File: config.mk
export PLATFORM = sky130hd
export DESIGN_NAME = wb_arbiter_flat
export DESIGN_NICKNAME = d
export VERILOG_FILES = /design/src/rtl/wb_arbiter_if.sv /design/src/rtl/wb_arbiter.sv /design/src/flat_wrapper.sv
export SDC_FILE = /design/constraint.sdc
export NUM_CORES = 1
export LEC_CHECK = 0
export ABC_AREA = 1
export BUFFER_PORTS_ARGS = -buffer_cell sky130_fd_sc_hd__buf_2
export CORE_UTILIZATION = 50
export DETAILED_ROUTE_END_ITERATION = 7
export PLACE_DENSITY = 0.69
export REMOVE_ABC_BUFFERS = 1
export SETUP_SLACK_MARGIN = 0.02
export SLEW_MARGIN = 20
export SYNTH_ARGS = -nofsm -noshare
export SYNTH_HDL_FRONTEND = slang
export SYNTH_SLANG_ARGS = --single-unit
File: constraint.sdc
create_clock -name clk -period 7.1 [get_ports clk]
set_clock_uncertainty 0.05 [all_clocks]
set_input_delay 1.42 -clock clk [delete_from_list [all_inputs] [get_ports clk]]
set_output_delay 1.42 -clock clk [all_outputs]
set_load 0.05 [all_outputs]
File: src/rtl/wb_arbiter_if.sv
// Bundle of FU result handshakes and register-file write ports for wb_arbiter.
// slave is the arbiter's view; master is the producer/consumer side.
interface wb_arbiter_if #(
    parameter int unsigned NUM_FUS      = 4,
    parameter int unsigned NUM_WR_PORTS = 2,
    parameter int unsigned PREG_W       = 6,
    parameter int unsigned DATA_W       = 32
);
    logic [NUM_FUS-1:0]                     fu_valid;
    logic [NUM_FUS-1:0]                     fu_ready;
    logic [NUM_FUS-1:0][PREG_W-1:0]         fu_dst;
    logic [NUM_FUS-1:0][DATA_W-1:0]         fu_val;
    logic [NUM_WR_PORTS-1:0]                wr_en;
    logic [NUM_WR_PORTS-1:0][PREG_W-1:0]    wr_dst;
    logic [NUM_WR_PORTS-1:0][DATA_W-1:0]    wr_val;
    logic                                   idle;

    modport master (
        output fu_valid, fu_dst, fu_val,
        input  fu_ready, wr_en, wr_dst, wr_val, idle
    );

    modport slave (
        input  fu_valid, fu_dst, fu_val,
        output fu_ready, wr_en, wr_dst, wr_val, idle
    );
endinterface

File: src/rtl/wb_arbiter.sv
// Writeback arbiter: per-FU result FIFOs drained round-robin onto the
// register-file write ports, at most one entry per FU per cycle.
module wb_arbiter #(
    parameter int unsigned NUM_FUS      = 4,
    parameter int unsigned NUM_WR_PORTS = 2,
    parameter int unsigned PREG_W       = 6,
    parameter int unsigned DATA_W       = 32,
    parameter int unsigned Q_DEPTH      = 2
) (
    input  logic        clk,
    input  logic        rst,
    wb_arbiter_if.slave bus
);
    localparam int unsigned FU_W   = (NUM_FUS > 1) ? $clog2(NUM_FUS) : 1;
    localparam int unsigned PTR_W  = (Q_DEPTH > 1) ? $clog2(Q_DEPTH) : 1;
    localparam int unsigned CNT_W  = $clog2(Q_DEPTH + 1);
    localparam int unsigned PORT_W = (NUM_WR_PORTS > 1) ? $clog2(NUM_WR_PORTS) : 1;
    localparam int unsigned GNT_W  = $clog2(NUM_WR_PORTS + 1);

    logic [PREG_W-1:0] dst_mem_q [NUM_FUS][Q_DEPTH];
    logic [PREG_W-1:0] dst_mem_d [NUM_FUS][Q_DEPTH];
    logic [DATA_W-1:0] val_mem_q [NUM_FUS][Q_DEPTH];
    logic [DATA_W-1:0] val_mem_d [NUM_FUS][Q_DEPTH];
    logic [PTR_W-1:0]  rd_ptr_q [NUM_FUS];
    logic [PTR_W-1:0]  rd_ptr_d [NUM_FUS];
    logic [PTR_W-1:0]  wr_ptr_q [NUM_FUS];
    logic [PTR_W-1:0]  wr_ptr_d [NUM_FUS];
    logic [CNT_W-1:0]  cnt_q [NUM_FUS];
    logic [CNT_W-1:0]  cnt_d [NUM_FUS];
    logic [FU_W-1:0]   rr_ptr_q, rr_ptr_d;

    logic [NUM_WR_PORTS-1:0]             wr_en_q, wr_en_d;
    logic [NUM_WR_PORTS-1:0][PREG_W-1:0] wr_dst_q, wr_dst_d;
    logic [NUM_WR_PORTS-1:0][DATA_W-1:0] wr_val_q, wr_val_d;

    logic [NUM_FUS-1:0] ready_c;
    logic [NUM_FUS-1:0] push;
    logic [NUM_FUS-1:0] pop;
    logic               all_empty;
    logic [GNT_W-1:0]   n_gnt;
    logic [FU_W-1:0]    scan_idx;
    int unsigned        scan_sum;

    function automatic logic [PTR_W-1:0] ptr_inc(input logic [PTR_W-1:0] p);
        if (p == PTR_W'(Q_DEPTH - 1)) return '0;
        return p + PTR_W'(1);
    endfunction

    // Ready reflects start-of-cycle occupancy only; a pop this cycle does not free a slot.
    always_comb begin
        ready_c   = '0;
        all_empty = 1'b1;
        for (int i = 0; i < NUM_FUS; i++) begin
            ready_c[i] = (cnt_q[i] < CNT_W'(Q_DEPTH));
            if (cnt_q[i] != '0) all_empty = 1'b0;
        end
    end

    // Round-robin scan from rr_ptr; k-th non-empty queue goes to port k.
    always_comb begin
        pop      = '0;
        wr_en_d  = '0;
        wr_dst_d = '0;
        wr_val_d = '0;
        rr_ptr_d = rr_ptr_q;
        n_gnt    = '0;
        scan_idx = '0;
        scan_sum = 0;
        for (int unsigned k = 0; k < NUM_FUS; k++) begin
            scan_sum = 32'(rr_ptr_q) + k;
            if (scan_sum >= NUM_FUS) scan_sum = scan_sum - NUM_FUS;
            scan_idx = FU_W'(scan_sum);
            if ((cnt_q[scan_idx] != '0) && (n_gnt < GNT_W'(NUM_WR_PORTS))) begin
                pop[scan_idx] = 1'b1;
                // A zero destination is consumed but never written.
                wr_en_d[n_gnt[PORT_W-1:0]]  = (dst_mem_q[scan_idx][rd_ptr_q[scan_idx]] != '0);
                wr_dst_d[n_gnt[PORT_W-1:0]] = dst_mem_q[scan_idx][rd_ptr_q[scan_idx]];
                wr_val_d[n_gnt[PORT_W-1:0]] = val_mem_q[scan_idx][rd_ptr_q[scan_idx]];
                n_gnt    = n_gnt + GNT_W'(1);
                rr_ptr_d = (scan_sum == NUM_FUS - 1) ? '0 : FU_W'(scan_sum + 1);
            end
        end
    end

    // Queue bookkeeping: push on handshake, pop on grant, both may coincide.
    always_comb begin
        push      = bus.fu_valid & ready_c;
        dst_mem_d = dst_mem_q;
        val_mem_d = val_mem_q;
        rd_ptr_d  = rd_ptr_q;
        wr_ptr_d  = wr_ptr_q;
        cnt_d     = cnt_q;
        for (int i = 0; i < NUM_FUS; i++) begin
            if (push[i]) begin
                dst_mem_d[i][wr_ptr_q[i]] = bus.fu_dst[i];
                val_mem_d[i][wr_ptr_q[i]] = bus.fu_val[i];
                wr_ptr_d[i]               = ptr_inc(wr_ptr_q[i]);
            end
            if (pop[i]) rd_ptr_d[i] = ptr_inc(rd_ptr_q[i]);
            cnt_d[i] = cnt_q[i] + CNT_W'(push[i]) - CNT_W'(pop[i]);
        end
    end

    always_ff @(posedge clk) begin
        if (rst) begin
            for (int i = 0; i < NUM_FUS; i++) begin
                cnt_q[i]    <= '0;
                rd_ptr_q[i] <= '0;
                wr_ptr_q[i] <= '0;
            end
            rr_ptr_q <= '0;
            wr_en_q  <= '0;
            wr_dst_q <= '0;
            wr_val_q <= '0;
        end else begin
            cnt_q    <= cnt_d;
            rd_ptr_q <= rd_ptr_d;
            wr_ptr_q <= wr_ptr_d;
            rr_ptr_q <= rr_ptr_d;
            wr_en_q  <= wr_en_d;
            wr_dst_q <= wr_dst_d;
            wr_val_q <= wr_val_d;
        end
    end

    // Storage needs no reset; occupancy is tracked by the counters alone.
    always_ff @(posedge clk) begin
        dst_mem_q <= dst_mem_d;
        val_mem_q <= val_mem_d;
    end

    assign bus.fu_ready = ready_c;
    assign bus.wr_en    = wr_en_q;
    assign bus.wr_dst   = wr_dst_q;
    assign bus.wr_val   = wr_val_q;
    assign bus.idle     = all_empty && (wr_en_q == '0);

endmodule

File: src/flat_wrapper.sv
// flat-port wrapper written by rule: the top's interface ports become plain ports
module wb_arbiter_flat 
#(
    parameter int unsigned NUM_FUS      = 4,
    parameter int unsigned NUM_WR_PORTS = 2,
    parameter int unsigned PREG_W       = 6,
    parameter int unsigned DATA_W       = 32,
    parameter int unsigned Q_DEPTH      = 2
)
  (clk, rst, bus_fu_valid, bus_fu_dst, bus_fu_val, bus_fu_ready, bus_wr_en, bus_wr_dst, bus_wr_val, bus_idle);
  wb_arbiter_if #(.NUM_FUS(NUM_FUS), .NUM_WR_PORTS(NUM_WR_PORTS), .PREG_W(PREG_W), .DATA_W(DATA_W)) bus_i ();
  input  logic clk;
  input  logic rst;
  input wire logic [$bits(bus_i.fu_valid)-1:0] bus_fu_valid;
  input wire logic [$bits(bus_i.fu_dst)-1:0] bus_fu_dst;
  input wire logic [$bits(bus_i.fu_val)-1:0] bus_fu_val;
  output wire logic [$bits(bus_i.fu_ready)-1:0] bus_fu_ready;
  output wire logic [$bits(bus_i.wr_en)-1:0] bus_wr_en;
  output wire logic [$bits(bus_i.wr_dst)-1:0] bus_wr_dst;
  output wire logic [$bits(bus_i.wr_val)-1:0] bus_wr_val;
  output wire logic [$bits(bus_i.idle)-1:0] bus_idle;
  assign bus_i.fu_valid = bus_fu_valid;
  assign bus_i.fu_dst = bus_fu_dst;
  assign bus_i.fu_val = bus_fu_val;
  assign bus_fu_ready = bus_i.fu_ready;
  assign bus_wr_en = bus_i.wr_en;
  assign bus_wr_dst = bus_i.wr_dst;
  assign bus_wr_val = bus_i.wr_val;
  assign bus_idle = bus_i.idle;
  wb_arbiter #(.NUM_FUS(NUM_FUS), .NUM_WR_PORTS(NUM_WR_PORTS), .PREG_W(PREG_W), .DATA_W(DATA_W), .Q_DEPTH(Q_DEPTH)) u_core (.clk(clk), .rst(rst), .bus(bus_i));
endmodule
Yosys cells after proc, flatten, opt, wreduce, memory -nomap -nowiden
Cells that the tools add are included.
{"block": "op_classes", "add_sub_neg": 29, "mul": 0, "n_div": 0, "magnitude_cmp": 41, "eq_ne": 4, "n_shift": 0, "mux": 198, "bitwise_logic": 16, "reduce_logical": 29}
{"op": "32-bit two-way mux", "count": 24}
{"op": "64-bit two-way mux", "count": 11}
{"op": "64-bit binary-select mux with 2-bit select", "count": 4}
{"op": "64-bit bitwise mux", "count": 7}
{"op": "32-bit demux with 1-bit select", "count": 7}
{"op": "12-bit two-way mux", "count": 11}
{"op": "32-bit by 2-bit == test with 1-bit output (second input constant)", "count": 4}
{"op": "6-bit two-way mux", "count": 20}
{"op": "12-bit binary-select mux with 2-bit select", "count": 4}
{"op": "32-bit by 3-bit greater-or-equal comparator with 1-bit output (second input constant)", "count": 3}
{"op": "32-bit by 3-bit subtractor with 32-bit output (second input constant)", "count": 3}
{"op": "12-bit bitwise mux", "count": 7}
{"op": "1-bit two-way mux", "count": 53}
{"op": "6-bit demux with 1-bit select", "count": 7}
{"op": "2-bit two-way mux", "count": 21}
{"op": "6-bit nonzero test", "count": 4}
{"op": "2-bit binary-select mux with 2-bit select", "count": 4}
{"op": "2-bit greater-or-equal comparator (second input constant)", "count": 8}
{"op": "4-bit two-way mux", "count": 4}
{"op": "1-bit NOT with 2-bit output", "count": 8}
{"op": "2-bit nonzero test", "count": 8}
{"op": "1-bit logical AND", "count": 15}
{"op": "3-bit greater-or-equal comparator (second input constant)", "count": 4}
{"op": "2-bit less-than comparator (second input constant)", "count": 6}
{"op": "23 further kinds", "count": 70}
{"block": "word_totals", "register_bits": 400, "latchBits": 0, "ram_bits": 0, "romBits": 0, "input_bits": 158, "out_inout_bits": 83, "elab_cells": 351, "memories": 0}

Longest topological paths before layout
Gate-level depths: netlist of run 1.
{"block": "logic_depth", "word_depth": 20, "depth_mapped": 27, "depth_no_buf": 20}

Worst setup path before layout of run 1
OpenSTA, ideal clock, no wires.
{"block": "synth_path", "kind": "reg-to-reg", "from": "register u_core.rr_ptr_q[1]", "to": "register u_core.cnt_q[5] in the netlist's numbering", "setup_ps": 120, "t_arrival_ps": 3776, "required_ps": 6930, "path_slack_ps": 3154, "stages_incl_launch_ff": 25, "path_buffers": 5, "period_less_slack_ps": 3946, "cell_sequence": "dfxtp_1 > inv_2 > buf_2 > buf_2 > clkbuf_1 > ha_1 > buf_2 > inv_1 > buf_2 > nand2_1 > nand2_4 > inv_1 > ha_1 > inv_1 > nand4_1 > nand2_2 > inv_2 > nand2_1 > nand2_1 > ha_1 > inv_1 > ha_1 > xor2_1 > o21ai_0 > a21oi_1"}
{"block": "synth_via", "elab_chain_len": 18, "elab_cells_between_ends": 74, "classes_between": "add/sub: 10; order compare: 15; mux: 31; bitwise: 7; reduce/logical: 11"}
{"item": "start, declared", "line": "wb_arbiter.sv:30", "rtl": "logic [FU_W-1:0] rr_ptr_q, rr_ptr_d;"}
{"item": "start signal, assigned", "line": "wb_arbiter.sv:119", "rtl": "rr_ptr_q <= rr_ptr_d;"}
{"item": "parallel branches: the longest is 16 deep, another holds 32-bit by 3-bit subtractor with 32-bit output"}
{"item": "4-bit two-way mux *", "line": "wb_arbiter.sv:73", "rtl": "if ((cnt_q[scan_idx] != '0) && (n_gnt < GNT_W'(NUM_WR_PORTS))) begin"}
{"item": "net u_core.pop[1]", "line": "wb_arbiter.sv:38", "rtl": "logic [NUM_FUS-1:0] pop;"}
{"item": "2-bit by 1-bit subtractor with 2-bit output *", "line": "wb_arbiter.sv:100", "rtl": "cnt_d[i] = cnt_q[i] + CNT_W'(push[i]) - CNT_W'(pop[i]);"}
{"item": "end signal, assigned", "line": "wb_arbiter.sv:116", "rtl": "cnt_q <= cnt_d;"}
{"item": "end, declared", "line": "wb_arbiter.sv:28", "rtl": "logic [CNT_W-1:0] cnt_q [NUM_FUS];"}
Mark *: on every way through the listed nets, which the timed path passes. The select of a mux whose other input is x is not followed.
A chain may end at the register's enable or synchronous reset.

Worst setup path after layout of run 1
{"block": "layout_path", "from": "register u_core.rr_ptr_q[0]", "to": "register u_core.wr_val_q (netlist bit u_core.bus.wr_val[41])"}
{"block": "layout_via", "elab_chain_len": 20, "elab_cells_between_ends": 97, "classes_between": "add/sub: 9; order compare: 13; mux: 58; bitwise: 7; reduce/logical: 10"}
{"item": "parallel branches: the longest is 19 deep, another holds 32-bit by 3-bit subtractor with 32-bit output"}
{"item": "64-bit two-way mux *", "line": "wb_arbiter.sv:73"}
{"item": "end signal, assigned", "line": "wb_arbiter.sv:122", "rtl": "wr_val_q <= wr_val_d;"}
{"item": "end, declared", "line": "wb_arbiter.sv:34", "rtl": "logic [NUM_WR_PORTS-1:0][DATA_W-1:0] wr_val_q, wr_val_d;"}
Mark *: on every way between the ends. The select of a mux whose other input is x is not followed.

==> results of run 1 <==
cell families after synthesis:
group                    count (synthesis)  share of synthesized area [%]
adder cells (fa/ha/maj)                 18                          0.969
AO/OA/AOI/OAI                          776                           18.0
buffers and inverters                  456                           8.67
XOR/XNOR                                 4                          0.151
AND/OR/NAND/NOR                       1451                           24.6
multiplexers                             2                         0.0861
flip-flops                             400                           47.5
per-stage QoR:
stage	util (%)	hold WS [ns]	setup WS (ns)	setup TNS, ns	std cells
after global routing	56.9	0.453	1.31	0	3839
final	56.9	0.437	1.73	0	3839
after global placement	53.5	0.402	1.88	0	3756
after floorplan	-	0.393	-10.75	-974.03	2889
after detailed placement	53.5	0.420	1.78	0	3756
after CTS	56.9	0.437	1.75	0	3838
path summary, 6_finish.rpt:
| check | start | endpoint | slack [ns] |
|---|---|---|---|
| setup / recovery | u_core.rr_ptr_q[0] | u_core.bus.wr_val[41] | 1.73 |
| hold / removal | u_core.cnt_q[7] | u_core.cnt_q[7] | 0.44 |
| setup reg to reg | u_core.rr_ptr_q[0] | u_core.bus.wr_val[41] | 1.73 |
| hold reg to reg | u_core.cnt_q[7] | u_core.cnt_q[7] | 0.44 |
layer usage:
metal  routed length (um)  GRT usage, %
met5                   22             0
met3                 6330          5.08
met2                33500          50.0
met1                30800          40.5
met4                 2610          12.5
layout by cell type (no fill, tap or decap), types with 17 or more instances in the layout:
| cell type | netlist | routed |
|---|---|---|
| nand2_1 | 1161 | 1157 |
| o21ai_0 | 428 | 428 |
| edfxtp_1 | 304 | 304 |
| buf_2 | 76 | 240 |
| inv_1 | 227 | 226 |
| nor2_1 | 155 | 147 |
| a21oi_1 | 119 | 119 |
| o211ai_1 | 114 | 114 |
| o21ai_1 | 110 | 110 |
| nand3_1 | 108 | 108 |
| dfxtp_1 | 96 | 95 |
| clkbuf_16 | 0 | 47 |
| buf_4 | 6 | 25 |
| ha_1 | 18 | 17 |
layout make-up:
type | count | area share [%]
repair buffers | 267 | 5.44
inverters | 238 | 3.51
clock inverters | 26 | 1.29
flip-flops and latches | 400 | 42.6
diodes | 1 | 0.00964
multi-input cells | 2251 | 39.6
well taps | 600 | 2.89
clock buffers | 56 | 4.70
flip-flops by register name, summed over array words and instances, names as in the netlist:
| name | count |
|---|---|
| u_core.val_mem_q | 256 |
| u_core.bus.wr_val | 64 |
| u_core.dst_mem_q | 48 |
| u_core.bus.wr_dst | 12 |
| u_core.cnt_q | 8 |
| u_core.rd_ptr_q | 4 |
| u_core.wr_ptr_q | 4 |
| u_core.bus.wr_en | 2 |
| u_core.rr_ptr_q | 2 |
worst reg2reg max path: cells and delay by family (launching register included):
| family | cells | cell delay, ns |
|---|---|---|
| and+or+nand+nor | 7 | 1.87 |
| buffers and inverters | 4 | 1.78 |
| adders and majority gates | 2 | 1.03 |
| DFF | 1 | 0.46 |
| AOI/OAI and AO/OA | 1 | 0.05 |
==> impl_metrics.toml, run 1 <==
[clock_tree]
clockRootBuffer = "clkbuf_16"
cts_resized = 0
clock_sinks = 400
numCtsBuffers = 46
post_cts_buffers = 0
clk_pin_slew_worst_paths_ns = 0.06
cts_htree_levels = 2
insertion_delay_ns = 0.59
cts_buffer_depth = 3
ctsHoldBuffers = 0
cts_tree = "yes"

[critical_path]
crit_family = "simple AND/OR/NAND/NOR gates"
critPathSlowestCell = "inv_2"
crit_type = "reg2reg"
reg2regPathDepth = 14
worstPathMaxFanout = 197
cpMostUsedCell = "nand2_1"
start_kind = "flop"
cp_data_required_time_ns = 7.49
critPathCaptureType = "flop"
critical_path.cell_chain = "inv_8 -> ha_4 -> nand2_1 -> nand2_4 -> inv_1 -> ha_1 -> inv_1 -> nand4_1 -> nand2_2 -> nand2_4 -> inv_2 -> nand2_1 -> nand2_1 -> a21oi_1"
worstSetupPathDepth = 14
crit_buf_inv = 4
critPathArrivalTime_ns = 5.76
slowest_delay_ns = 0.82

[placement]
placed_area_um2 = 24400
io_buffers = 240
dpl.hpwl_mm = 45.3
gp_routability_congestion = 0.900

[route]
route.vias.total = 21800
vias_per_cell = 5.67
wirelength_mm = 73.2
first_pass_iters = 6
detail-route-antenna-nets = 0
wl_per_cell_um = 19.1
drc = 0
first_iter_violations = 2074

[layout]
nFillCells = 4141
drive_above_1_share_pct = 11.6
synthToLayoutAreaGrowth_pct = 11.6
multiInputGateArea_um2 = 10300
nNetsFinal = 3380
fin_area_um2 = 26000
regArea_um2 = 11100

[job]
cap_violations = 0

[timing]
finalMaxSlewViolations = 0
maxSlewHeadroom_pct = 30.5
setup_viol = 0
worst_pin_slew_ns = 1.04
rsz0062_at_grt = "no"
final-hold-violation-count = 0
fin_crit_sh_pct = 75.6
fin_crit_ns = 5.37
max_freq_mhz = 186

[die]
die_height_um = 218
start_util_pct = 51.0
die_area_um2 = 47400
rows = 78
die_w_um = 218
fp.coreArea_um2 = 45600
ios = 241

[yosys]
synthArstFlopShare_pct = 0
synthCells = 3107
ys_seq_area_share_pct = 47.5
synth_edf_count = 304
yosysTopAreaCell = "edfxtp_1"
synth_flop_cell = "edfxtp_1"
synthesis.area_um2 = 23200
synth.area.top_cells = "edfxtp_1, nand2_1, o21ai_0"
ys_top_cells_by_count = "nand2_1, o21ai_0, edfxtp_1, inv_1, nor2_1"
yosys.area.top_type_share_pct = 39.3
ys_seq_elements = 400
ys_types = 35
ys_warn_count = 0
yosysMostFrequentCell = "nand2_1"
syn_avg_cell_area_um2 = 7.48

[grt]
antenna_found_initial = 3
grt_pass1_vias = 20300
grt_pass1_wl_mm = 111
overflow = 0
grt_max_degree = 198
track_usage_pct = 30.7

[status]
status = "complete, no violations"

[min_path]
hp-class = "reg2reg"
min_path_cells = 1
Power of run 1 is left out: the tool's default activity adds up to more than one toggle a clock period on the data nets, which glitch-free logic cannot reach.
==> inputs of run 2 (changes only) <==
ABC_AREA = 0   (was 1)
clock period = 5 ns   (was 7.1 ns; I/O delays follow)
==> impl_metrics.toml, run 2 <==
[layout]
final_common_cell = "edfxtp_1"
synthToLayoutAreaGrowth_pct = 14.2
drive_above_1_share_pct = 42.1
largest_reg_flops = 256
final_cell_mix = "edfxtp_1, mux4_2, buf_2, mux2i_1, nor2_1"
regMostFlops = "u_core.val_mem_q"
nFillCells = 3518
nNetsFinal = 1894
regArea_um2 = 11100
multiInputGateArea_um2 = 11500

[job]
cap_violations = 0

[timing]
worst_pin_slew_ns = 1.19
rsz0062_at_grt = "no"
fin_crit_ns = 3.92
setup_viol = 0
hold_slack_ns = 0.534
maxSlewHeadroom_pct = 20.8
final-hold-violation-count = 0
finalMaxSlewViolations = 0
fin_crit_sh_pct = 78.4
max_freq_mhz = 255

[critical_path]
cp_data_required_time_ns = 5.36
critPathArrivalTime_ns = 4.28
crit_type = "reg2reg"
r2r_slack_ns = 1.08
start_kind = "flop"
critPathCaptureType = "flop"
worstPathMaxFanout = 14
reg2reg_to = "u_core.bus.wr_val[59]"
reg2reg_from = "u_core.rr_ptr_q[1]"
reg2regPathDepth = 10

[pwr]
power.switching_mw = 8.88
power.density_nw_per_um2 = 753
report.power.total_mw = 20.0
share_seq_of_total_power_pct = 23.6
clkPwrFrac_pct = 16.7
switching_share_pct = 44.4
pwr-share-comb_pct = 59.6
power.leakage_nw = 9.31
intPower_mw = 11.1
vdd_drop_max_mv = 0.596

[min_path]
min_path_cells = 1
min_from = "bus_fu_val[38]"
hp-class = "in2reg"
hold_end = "u_core.val_mem_q[166]"

[die]
ios = 241
start_util_pct = 50.9
die_height_um = 218
rows = 78
die_w_um = 218
die_area_um2 = 47400
fp.coreArea_um2 = 45700

[clock_tree]
numCtsBuffers = 44
cts_tree = "yes"
cts_htree_levels = 2
post_cts_buffers = 0
cts_buffer_depth = 3
clk_pin_slew_worst_paths_ns = 0.06
insertion_delay_ns = 0.60
clock_sinks = 400
cts_resized = 0
clockRootBuffer = "clkbuf_16"
ctsHoldBuffers = 0

[yosys]
yosysTopAreaCell = "edfxtp_1"
ys_seq_area_share_pct = 47.5
synthCells = 1521
ys_types = 57
ys_seq_elements = 400
ys_warn_count = 0
synthArstFlopShare_pct = 0
synthesis.area_um2 = 23300
synth_flop_cell = "edfxtp_1"
yosys.area.top_type_share_pct = 39.2
synth.area.top_cells = "edfxtp_1, mux4_2, dfxtp_1"
ys_top_cells_by_count = "edfxtp_1, mux4_2, mux2i_1, nor2_1, dfxtp_1"
synth_edf_count = 304
syn_avg_cell_area_um2 = 15.3
yosysMostFrequentCell = "edfxtp_1"

[route]
first_pass_iters = 5
detail-route-antenna-nets = 0
vias_per_cell = 6.81
wirelength_mm = 67.9
first_iter_violations = 1657
wl_per_cell_um = 28.8
route.vias.total = 16000
drc = 0

[placement]
gp_routability_congestion = 0.884
io_buffers = 240
dpl.hpwl_mm = 42.6

[grt]
overflow = 0
grt_pass1_vias = 16100
antenna_found_initial = 4
grt_max_degree = 133
track_usage_pct = 28.7
grt_pass1_wl_mm = 99.2

[status]
status = "complete, no violations"
## run 2: changes by cell type in the layout (fill, tap and decap cells not counted), sizes merged, moves of 40 or more
cell    previous run  this run
a21oi            119        42
inv              241        24
mux2               0        40
mux2i              2       128
mux4               0       303
nand2           1169        75
nand3            110         4
nor2             161       100
o211ai           114        36
o21ai            538         7
o22ai              3        70
## run 2: kinds of logic after synthesis
| kind of cell | share of synthesized area (%) |
|---|---|
| AND/OR/NAND/NOR | 5.12 |
| flip-flops | 47.5 |
| XOR/XNOR | 0.602 |
| adder cells (fa/ha/maj) | 0.968 |
| buffers and inverters | 3.44 |
| AO/OA/AOI/OAI | 5.58 |
| multiplexers | 36.8 |
## run 2: per-layer routing
layer	global-route usage [%]	part of all wire, %	vias up
met5	0	0.035	-
met4	11.8	3.4	4
met3	6.19	10	161
met2	47.7	49	968
met1	36.6	37	8204
li1	-	-	6691
## run 2: how the worst max path moves through the flow
stage               cells past startpoint  slack, ns                from                     to
CTS                                     7       1.11  u_core.rr_ptr_q[0]  u_core.bus.wr_val[28]
finish                                 10       1.08  u_core.rr_ptr_q[1]  u_core.bus.wr_val[59]
global placement                        7       1.20  u_core.rr_ptr_q[0]  u_core.bus.wr_val[22]
global route                            7       0.87  u_core.rr_ptr_q[0]  u_core.bus.wr_val[28]
floorplan                               8     -16.36  u_core.rr_ptr_q[0]   u_core.bus.wr_dst[9]
detailed placement                      7       1.13  u_core.rr_ptr_q[0]  u_core.bus.wr_val[21]
## run 2: critical path, cell delays in order, from the launching register on
cell and delay [ns]:
dfxtp_1 0.57, inv_4 0.06, ha_4 0.31, mux4_2 0.44
ha_1 0.50, inv_1 0.17, o311ai_4 0.92, buf_4 0.36
o22ai_1 0.12, nor2_1 0.15, nor3_2 0.08
## run 2: area by class of cell
type	instances	area share [%]
well taps	600	2.83
diodes	1	0.00942
inverters	21	0.339
flip-flops and latches	400	41.6
clock inverters	27	1.19
clock buffers	55	4.41
repair buffers	293	6.27
multi-input cells	958	43.3
## run 2: through the flow
step	util [%]	setup TNS (ns)	instances	instance area, um2	worst slack [ns]
3_3_place_gp	54.8	0	2270	25000	1.20
2_1_floorplan	-	-1440.32	1379	22500	-16.36
5_1_grt	58.1	0	2354	26600	0.868
6_report	58.2	0	2355	26600	1.08
3_5_place_dp	54.8	0	2270	25000	1.13
4_1_cts	58.0	0	2352	26500	1.11
## run 2: power by group through the flow
| stage | logic, mW | clock network (mW) | registers [mW] |
|---|---|---|---|
| 2_1_floorplan | 7.89 | 0 | 5.41 |
| 3_3_place_gp | 11.5 | 0 | 4.75 |
| 3_5_place_dp | 11.7 | 0 | 4.78 |
| 4_1_cts | 11.8 | 3.39 | 4.72 |
| 5_1_grt | 12.6 | 3.50 | 4.79 |
| 6_report | 11.9 | 3.35 | 4.73 |
(Power assumes the default switching activity.)
